--- config.mk ---
export PLATFORM = sky130hd
export DESIGN_NAME = instr_sequencer_flat
export DESIGN_NICKNAME = d
export VERILOG_FILES = /design/src/rtl/instr_sequencer_if.sv /design/src/rtl/instr_sequencer.sv /design/src/flat_wrapper.sv
export SDC_FILE = /design/constraint.sdc
export NUM_CORES = 1
export LEC_CHECK = 0
export BUFFER_PORTS_ARGS = -buffer_cell sky130_fd_sc_hd__buf_2
export CORE_UTILIZATION = 59
export DETAILED_ROUTE_END_ITERATION = 8
export PLACE_DENSITY = 0.79
export SLEW_MARGIN = 20
export SYNTH_ARGS = -nofsm -noshare
export SYNTH_HDL_FRONTEND = slang
export SYNTH_SLANG_ARGS = --single-unit
--- constraint.sdc ---
create_clock -name clk -period 2.5 [get_ports clk]
set_input_delay 0.25 -clock clk [delete_from_list [all_inputs] [get_ports clk]]
set_output_delay 0.25 -clock clk [all_outputs]
set_load 0.01 [all_outputs]
--- src/rtl/instr_sequencer_if.sv ---
// Bundles the program-load, control, datapath and status signals of instr_sequencer.
// The sequencer takes the slave side; the controller or bench takes the master side.
interface instr_sequencer_if #(
    parameter int AW = 4
) ();
    logic          load_en;
    logic [AW-1:0] load_addr;
    logic [7:0]    load_data;
    logic          start;
    logic          abort;
    logic [7:0]    result_in;
    logic          zero_in;
    logic          carry_in;
    logic          overflow_in;
    logic [7:0]    instr_out;
    logic [AW-1:0] pc;
    logic          busy;
    logic          halted;
    logic          err_eop;
    logic          result_valid;
    logic [7:0]    last_result;
    logic [2:0]    last_flags;
    logic [7:0]    exec_count;

    modport master (
        output load_en, load_addr, load_data, start, abort,
               result_in, zero_in, carry_in, overflow_in,
        input  instr_out, pc, busy, halted, err_eop, result_valid,
               last_result, last_flags, exec_count
    );

    modport slave (
        input  load_en, load_addr, load_data, start, abort,
               result_in, zero_in, carry_in, overflow_in,
        output instr_out, pc, busy, halted, err_eop, result_valid,
               last_result, last_flags, exec_count
    );
endinterface

--- src/rtl/instr_sequencer.sv ---
// Steps through a small byte-wide program memory, one instruction every three cycles
// (FETCH, ISSUE, EXEC), and captures the datapath result of each executed instruction.
module instr_sequencer #(
    parameter int DEPTH = 16,
    parameter int AW    = 4
) (
    input  logic          clk,
    input  logic          rst,
    instr_sequencer_if.slave bus
);
    localparam logic [7:0]    NOP_OP  = 8'hFF;
    localparam logic [7:0]    HALT_OP = 8'h13;
    localparam logic [AW-1:0] LAST_PC = AW'(DEPTH - 1);

    typedef enum logic [2:0] {IDLE, FETCH, ISSUE, EXEC, HALTED} state_t;

    state_t        state;
    state_t        state_next;
    logic [7:0]    mem [DEPTH];
    logic [7:0]    ir;
    logic [AW-1:0] pc;
    logic          err_eop;
    logic          result_valid;
    logic [7:0]    last_result;
    logic [2:0]    last_flags;
    logic [7:0]    exec_count;
    logic          loadable;

    assign loadable = (state == IDLE) || (state == HALTED);

    // NOTE: the program store has no reset on purpose -- a program loaded once survives rst,
    // and leaving the array out of the reset tree keeps it mappable onto plain RAM.
    always_ff @(posedge clk) begin
        if (bus.load_en && loadable) begin
            mem[bus.load_addr] <= bus.load_data;
        end
    end

    // NOTE: state_next is given its hold value before the case, so every path assigns it
    // and no latch can be inferred.
    always_comb begin
        state_next = state;
        if (bus.abort) begin
            state_next = IDLE;
        end else begin
            unique case (state)
                IDLE, HALTED: if (bus.start) state_next = FETCH;
                FETCH:        state_next = ISSUE;
                ISSUE:        state_next = EXEC;
                EXEC:         state_next = (ir == HALT_OP || pc == LAST_PC) ? HALTED : FETCH;
                default:      state_next = IDLE;
            endcase
        end
    end

    // NOTE: all registered state below uses non-blocking assignments so every flop samples
    // the pre-edge values, independent of statement order.
    always_ff @(posedge clk or posedge rst) begin
        if (rst) begin
            state <= IDLE;
        end else begin
            state <= state_next;
        end
    end

    always_ff @(posedge clk or posedge rst) begin
        if (rst) begin
            ir           <= NOP_OP;
            pc           <= '0;
            err_eop      <= 1'b0;
            result_valid <= 1'b0;
            last_result  <= 8'h00;
            last_flags   <= 3'b000;
            exec_count   <= 8'h00;
        end else begin
            result_valid <= 1'b0;
            if (bus.abort) begin
                pc <= '0;
            end else begin
                unique case (state)
                    IDLE, HALTED: begin
                        if (bus.start) begin
                            pc         <= '0;
                            exec_count <= 8'h00;
                            err_eop    <= 1'b0;
                        end
                    end
                    FETCH: ir <= mem[pc];
                    ISSUE: begin
                        if (exec_count != 8'hFF) exec_count <= exec_count + 8'd1;
                    end
                    EXEC: begin
                        last_result  <= bus.result_in;
                        last_flags   <= {bus.overflow_in, bus.carry_in, bus.zero_in};
                        result_valid <= 1'b1;
                        // A program that runs off the last word stops there rather than wrapping.
                        if (ir != HALT_OP) begin
                            if (pc == LAST_PC) err_eop <= 1'b1;
                            else               pc      <= pc + 1'b1;
                        end
                    end
                    default: ;
                endcase
            end
        end
    end

    assign bus.instr_out    = (state == ISSUE || state == EXEC) ? ir : NOP_OP;
    assign bus.pc           = pc;
    assign bus.busy         = (state == FETCH) || (state == ISSUE) || (state == EXEC);
    assign bus.halted       = (state == HALTED);
    assign bus.err_eop      = err_eop;
    assign bus.result_valid = result_valid;
    assign bus.last_result  = last_result;
    assign bus.last_flags   = last_flags;
    assign bus.exec_count   = exec_count;
endmodule

--- src/flat_wrapper.sv ---
// flat-port wrapper written by rule: the top's interface ports become plain ports
module instr_sequencer_flat 
#(
    parameter int DEPTH = 16,
    parameter int AW    = 4
)
  (clk, rst, bus_load_en, bus_load_addr, bus_load_data, bus_start, bus_abort, bus_result_in, bus_zero_in, bus_carry_in, bus_overflow_in, bus_instr_out, bus_pc, bus_busy, bus_halted, bus_err_eop, bus_result_valid, bus_last_result, bus_last_flags, bus_exec_count);
  instr_sequencer_if #(.AW(AW)) bus_i ();
  input  logic clk;
  input  logic rst;
  input wire logic [$bits(bus_i.load_en)-1:0] bus_load_en;
  input wire logic [$bits(bus_i.load_addr)-1:0] bus_load_addr;
  input wire logic [$bits(bus_i.load_data)-1:0] bus_load_data;
  input wire logic [$bits(bus_i.start)-1:0] bus_start;
  input wire logic [$bits(bus_i.abort)-1:0] bus_abort;
  input wire logic [$bits(bus_i.result_in)-1:0] bus_result_in;
  input wire logic [$bits(bus_i.zero_in)-1:0] bus_zero_in;
  input wire logic [$bits(bus_i.carry_in)-1:0] bus_carry_in;
  input wire logic [$bits(bus_i.overflow_in)-1:0] bus_overflow_in;
  output wire logic [$bits(bus_i.instr_out)-1:0] bus_instr_out;
  output wire logic [$bits(bus_i.pc)-1:0] bus_pc;
  output wire logic [$bits(bus_i.busy)-1:0] bus_busy;
  output wire logic [$bits(bus_i.halted)-1:0] bus_halted;
  output wire logic [$bits(bus_i.err_eop)-1:0] bus_err_eop;
  output wire logic [$bits(bus_i.result_valid)-1:0] bus_result_valid;
  output wire logic [$bits(bus_i.last_result)-1:0] bus_last_result;
  output wire logic [$bits(bus_i.last_flags)-1:0] bus_last_flags;
  output wire logic [$bits(bus_i.exec_count)-1:0] bus_exec_count;
  assign bus_i.load_en = bus_load_en;
  assign bus_i.load_addr = bus_load_addr;
  assign bus_i.load_data = bus_load_data;
  assign bus_i.start = bus_start;
  assign bus_i.abort = bus_abort;
  assign bus_i.result_in = bus_result_in;
  assign bus_i.zero_in = bus_zero_in;
  assign bus_i.carry_in = bus_carry_in;
  assign bus_i.overflow_in = bus_overflow_in;
  assign bus_instr_out = bus_i.instr_out;
  assign bus_pc = bus_i.pc;
  assign bus_busy = bus_i.busy;
  assign bus_halted = bus_i.halted;
  assign bus_err_eop = bus_i.err_eop;
  assign bus_result_valid = bus_i.result_valid;
  assign bus_last_result = bus_i.last_result;
  assign bus_last_flags = bus_i.last_flags;
  assign bus_exec_count = bus_i.exec_count;
  instr_sequencer #(.DEPTH(DEPTH), .AW(AW)) u_core (.clk(clk), .rst(rst), .bus(bus_i));
endmodule
==> results of run 1 <==
-- per-layer routing --
layer  share of wire (%)  global-route usage (%)  vias to the layer above
li1                    -                       -                     1762
met3                 6.8                   6.336                       31
met4                 3.1                   12.93                        0
met2                  48                   40.93                      197
met5                   0                       0                        -
met1                  42                   35.06                     1986
-- Yosys cell counts, drive strengths merged (2+ instances only) --
| cell type | instances | share of area, % |
|---|---|---|
| edfxtp | 128 | 57 |
| nand2 | 51 | 2.8 |
| mux4 | 32 | 11 |
| dfrtp | 28 | 10 |
| nand3 | 19 | 1.4 |
| nor2 | 19 | 1.1 |
| buf | 17 | 1.9 |
| nand2b | 12 | 1.1 |
| dfstp | 8 | 3.1 |
| o21ai | 8 | 0.59 |
| nor3 | 7 | 0.69 |
| clkbuf | 6 | 0.33 |
| mux2 | 6 | 1.0 |
| a21oi | 5 | 0.37 |
| o211ai | 5 | 0.56 |
| a22oi | 4 | 0.44 |
| inv | 4 | 0.22 |
| o41ai | 4 | 0.52 |
| or4 | 4 | 0.44 |
| mux2i | 3 | 0.44 |
| nand4 | 3 | 0.28 |
| o31ai | 3 | 0.33 |
| a21o | 2 | 0.22 |
| a31oi | 2 | 0.19 |
| a32oi | 2 | 0.26 |
| and2 | 2 | 0.19 |
| clkinv | 2 | 0.11 |
| ha | 2 | 0.37 |
| nand4b | 2 | 0.26 |
| nor2b | 2 | 0.19 |
| nor4 | 2 | 0.19 |
| or2 | 2 | 0.19 |
| or4b | 2 | 0.30 |
-- state kept, by name (all words and copies together), names as in the netlist --
signal,count
u_core.bus.last_flags,3
u_core.ir,8
u_core.bus.err_eop,1
u_core.bus.pc,4
u_core.mem,128
u_core.bus.exec_count,8
u_core.bus.last_result,8
u_core.state,3
u_core.bus.result_valid,1
-- power breakdown --
| part | switching [mW] | internal [mW] |
|---|---|---|
| registers | 0.132 | 3.18 |
| clock network | 1.02 | 1.97 |
| logic | 0.388 | 0.264 |
-- path summary, 6_finish.rpt --
kind                                                 from                         to  slack (ps)  depth (start not counted)
max in group asynchronous                             rst               u_core.ir[7]        1270                          4
worst min register to register  u_core.bus.last_result[1]  u_core.bus.last_result[1]         470                          2
worst min-delay path                     bus_result_in[4]  u_core.bus.last_result[4]          10                          3
worst max register to register            u_core.state[1]           u_core.mem[0][3]         310                          5
worst max-delay path                      u_core.state[1]           u_core.mem[0][3]         310                          5
min in group asynchronous                             rst            u_core.state[1]         450                          3
-- area by class of cell --
cell class / instances / area share (%)
sequential: 164 / 59.67
multi-input combinational: 216 / 23.00
timing repair buffer: 85 / 6.248
clock buffer: 18 / 5.385
clock inverter: 14 / 3.218
tap: 140 / 2.198
inverter: 6 / 0.2826
-- cells by family after synthesis --
| kind of cell | Yosys count | synth area share (%) |
|---|---|---|
| buf+inv | 29 | 2.518 |
| fa+ha+maj | 2 | 0.3702 |
| simple gates | 132 | 9.980 |
| flops | 164 | 70.36 |
| compound gates | 40 | 4.147 |
| xor+xnor | 1 | 0.1296 |
| mux | 41 | 12.50 |
-- worst max-delay path, cell delays in order, from the launching register on --
cell and delay [ps]:
dfrtp_1 480, nor2_1 560, nand2_1 110, or3_1 380
nor3_1 160, buf_4 200
==> run_results.csv, run 1 <==
group,metric,value,unit
setup_path,criticalPathCategory,"flip-flop to flip-flop",
timing,skew,5.822,ps
cells_and_area,final_common_cell,"edfxtp_1",
cells_and_area,area_delta_synth_final,17.94,%
cells_and_area,final_nets,520,
cells_and_area,final_cell_mix,"128 x edfxtp_1, 62 x buf_2, 51 x nand2_1",
route,drt_iter0_markers,330,
timing,period_minus_slack,2188,ps
timing,slew_violations,0,
setup_path,startpoint_type,"flip-flop",
placed_design,place.gp.congestion,0.7694,
cells_and_area,stdcell_area,7970,um2
route,ant_nets,0,
logic_synthesis,syn_nets,439,
route,avgViaCountPerCell,6.184,
grt,grt_usage,26.31,%
route,routedWlPerCell,22.10,um
timing,fin_crit_sh,87.50,%
route,drc_errors,0,
timing,tightest_slew,661.6,ps
pwr,power.leakage,2.920,nW
grt,antenna_found_initial,0,
clock_tree,path_clk_slew,60,ps
setup_path,end_kind,"flip-flop",
cells_and_area,multi_input_area,1833,um2
cells_and_area,final_cells,643,
timing,slew_headroom,55.73,%
logic_synthesis,async_reset_ff_share,21.95,%
clock_tree,clock-sinks,164,
clock_tree,ctsResizeCount,0,
cells_and_area,drive_above_1_share,31.81,%
timing,finalHoldViolCount,0,
pwr,pwr_density_cell,872.5,nW/um2
outcome,status,"finished, final reports clean",
floorplanning,die_h,109.0,um
logic_synthesis,synth_ff_type,"edfxtp_1",
placed_design,dp_slack,362.5,ps
clock_tree,clk_latency,420,ps
pwr,vdd_drop_max,0.0005300,V
timing,layout_setup_ws,312.4,ps
placed_design,placed_area,7274,um2
placed_design,port_buffers,62,
min_path,worstHoldPathType,"input pin to flip-flop",
clock_tree,numCtsBuffers,17,
floorplanning,fp.dieW,109.0,um
clock_tree,hold_buffers,1,
logic_synthesis,synth.avg_cell_area,16.52,um2
setup_path,crit_arrival,2320,ps
timing,tns,0,ps
logic_synthesis,yosysUniqueCellTypes,52,
grt,grt_pass1_vias,3889,
logic_synthesis,netlist_area,6758,um2
clock_tree,postCtsSetupRepairBufs,0,
setup_path,cp_max_fo,8,
cells_and_area,insertedDiodeCount,0,
route,drt_wl_total,14.21,mm
timing,clock.fmax,457.1,MHz
cells_and_area,final_util,72.57,%
timing,rsz0062_at_grt,"false",
grt,grt_max_degree,37,
placed_design,dp_cells,610,
pwr,p_total,6.954,mW
cells_and_area,final.fill_count,650,
logic_synthesis,synth_seq_cells,164,
timing,setup_viol,0,
logic_synthesis,synth.yosys.seq_area_share,70.36,%
floorplanning,core,10980,um2
clock_tree,cts-root-to-sink-buffers,2,
logic_synthesis,netlist_instances,409,
floorplanning,start_util,61.53,%
clock_tree,cts_tree,"done",
clock_tree,root_buffer,"clkbuf_16",
route,dr.pass1.iters,5,
setup_path,crit_required,2630,ps
floorplanning,row_count,38,
timing,whs,14.53,ps
floorplanning,num_io_pins,63,
placed_design,hpwl,8.786,mm
flow_run,drv_cap,0,
grt,grt_pass1_wl,21.80,mm
clock_tree,htree_num_levels,4,
route,vias,3976,
logic_synthesis,synth_edf_count,128,
floorplanning,die-area,11890,um2
logic_synthesis,ys_warn_count,0,
cells_and_area,seq_area,4756,um2
grt,overflow,0,
Power figures use the tool's default switching activity.
==> run 2: changes to the inputs <==
--- a/config.mk
+++ b/config.mk
@@ -9,6 +9,7 @@
 export CORE_UTILIZATION = 59
 export DETAILED_ROUTE_END_ITERATION = 8
 export PLACE_DENSITY = 0.79
+export RECOVER_POWER = 25
 export SLEW_MARGIN = 20
 export SYNTH_ARGS = -nofsm -noshare
 export SYNTH_HDL_FRONTEND = slang
==> run 2 against run 1 <==
Effect of this change: total power about the same; core utilization down 0.080 points; critical endpoint unchanged; non-clock buffer count stayed put; via count about the same; clock skew about the same; final cell count unchanged; final area fell by 0.11%; first-iteration DRC count fell by 6.1%; clock power barely moved; sequential share of layout area up 0.066 points; setup slack lost 2.1 ps; die area stayed put.
==> run_results.csv, run 2 (synthesis gave the netlist of run 1 again) <==
group,metric,value,unit
outcome,status,"finished, final reports clean",
cells_and_area,final_common_cell,"edfxtp_1",
cells_and_area,final_nets,520,
placed_design,hpwl,8.786,mm
grt,grt_pass1_wl,21.80,mm
timing,skew,6.165,ps
floorplanning,die-area,11890,um2
pwr,power.leakage,2.901,nW
route,vias,3973,
timing,period_minus_slack,2190,ps
route,routedWlPerCell,22.16,um
floorplanning,core,10980,um2
cells_and_area,insertedDiodeCount,0,
timing,clock.fmax,456.7,MHz
clock_tree,htree_num_levels,4,
clock_tree,cts_tree,"done",
cells_and_area,final_cell_mix,"128 x edfxtp_1, 55 x buf_2, 51 x nand2_1",
setup_path,r2r_start,"u_core.state[1]",
grt,overflow,0,
setup_path,startpoint_type,"flip-flop",
setup_path,regToRegSetupSlack,310,ps
clock_tree,clock-sinks,164,
floorplanning,die_h,109.0,um
clock_tree,numCtsBuffers,17,
setup_path,cp_max_fo,8,
clock_tree,root_buffer,"clkbuf_16",
placed_design,port_buffers,62,
route,dr.pass1.iters,5,
timing,finalHoldViolCount,0,
setup_path,crit_required,2630,ps
placed_design,place.gp.congestion,0.7694,
route,drc_errors,0,
setup_path,crit_path_start,"u_core.state[1]",
pwr,pwr_density_cell,873.2,nW/um2
grt,grt_max_degree,37,
timing,slew_headroom,48.02,%
clock_tree,clk_latency,420,ps
flow_run,drv_cap,0,
cells_and_area,area_delta_synth_final,17.81,%
route,avgViaCountPerCell,6.179,
cells_and_area,stdcell_area,7961,um2
timing,setup_viol,0,
cells_and_area,top_register,"u_core.mem",
timing,tns,0,ps
min_path,worstHoldPathType,"input pin to flip-flop",
grt,antenna_found_initial,0,
cells_and_area,final.fill_count,655,
route,drt_wl_total,14.25,mm
pwr,vdd_drop_max,0.0005245,V
timing,fin_crit_sh,87.59,%
route,drt_iter0_markers,310,
setup_path,criticalPathCategory,"flip-flop to flip-flop",
timing,tightest_slew,779.8,ps
floorplanning,row_count,38,
timing,rsz0062_at_grt,"false",
cells_and_area,multi_input_area,1833,um2
grt,grt_pass1_vias,3889,
cells_and_area,largest_reg_flops,128,
setup_path,crit_arrival,2320,ps
clock_tree,cts-root-to-sink-buffers,2,
floorplanning,start_util,61.53,%
grt,grt_usage,26.31,%
cells_and_area,final_util,72.49,%
timing,slew_violations,0,
floorplanning,num_io_pins,63,
floorplanning,fp.dieW,109.0,um
cells_and_area,drive_above_1_share,30.42,%
cells_and_area,seq_area,4756,um2
min_path,hp-start,"bus_result_in[4]",
setup_path,end_kind,"flip-flop",
route,ant_nets,0,
clock_tree,path_clk_slew,60,ps
placed_design,placed_area,7274,um2
clock_tree,ctsResizeCount,0,
run 2: cell count changes in the layout (fill, tap and decap cells not counted), sizes merged:
cell,before,now
buf,84,77
clkbuf,18,25
run 2: per-stage QoR:
| stage | std cells | power [mW] | hold WS (ps) | setup WS [ps] |
|---|---|---|---|---|
| 6_report | 643 | 6.952 | 11.21 | 310.3 |
| 5_1_grt | 643 | 7.199 | 12.73 | 180.3 |
| 4_1_cts | 643 | 6.983 | 1.637 | 356.9 |
| 3_5_place_dp | 610 | 4.006 | 354.3 | 362.5 |
| 3_3_place_gp | 610 | 3.973 | 343.9 | 436.9 |
| 2_1_floorplan | 409 | 3.712 | 348.9 | 281.5 |
run 2: repair_timing:
action / 4_1_cts / 5_1_grt
endpoints found under the hold margin: 15 / 0
hold buffers: 1 / 0
setup buffers: 0 / 0
run 2: metal layers:
layer,vias to the layer above,track usage [%],wire (um)
li1,1760,-,-
met1,1985,35.06,5944
met2,199,40.93,6851
met3,29,6.336,1022
met4,0,12.93,427
met5,-,0,0
run 2: worst paths after layout:
path | end | cells after the start
worst max-delay path | u_core.mem[0][3] | 5
worst min-delay path | u_core.bus.last_result[4] | 3
worst max register to register | u_core.mem[0][3] | 5
worst min register to register | u_core.bus.last_result[1] | 2
max in group asynchronous | u_core.ir[7] | 4
min in group asynchronous | u_core.state[1] | 3
run 2: critical path: stages, from the launching register on:
cell	delay (ps)
dfrtp_1	480
nor2_1	560
nand2_1	110
or3_1	380
nor3_1	160
buf_4	200
run 2: power by group:
| part | leakage, nW | switching [mW] | internal [mW] | total (mW) |
|---|---|---|---|---|
| clock | 0.326 | 1.02 | 1.97 | 2.99 |
| combinational | 0.962 | 0.388 | 0.262 | 0.650 |
| sequential | 1.61 | 0.132 | 3.18 | 3.31 |
run 2: layout make-up:
class | count | area share, %
clock buffer | 18 | 5.391
timing repair buffer | 85 | 6.145
multi-input combinational | 216 | 23.02
tap | 140 | 2.200
inverter | 6 | 0.2829
sequential | 164 | 59.74
clock inverter | 14 | 3.222
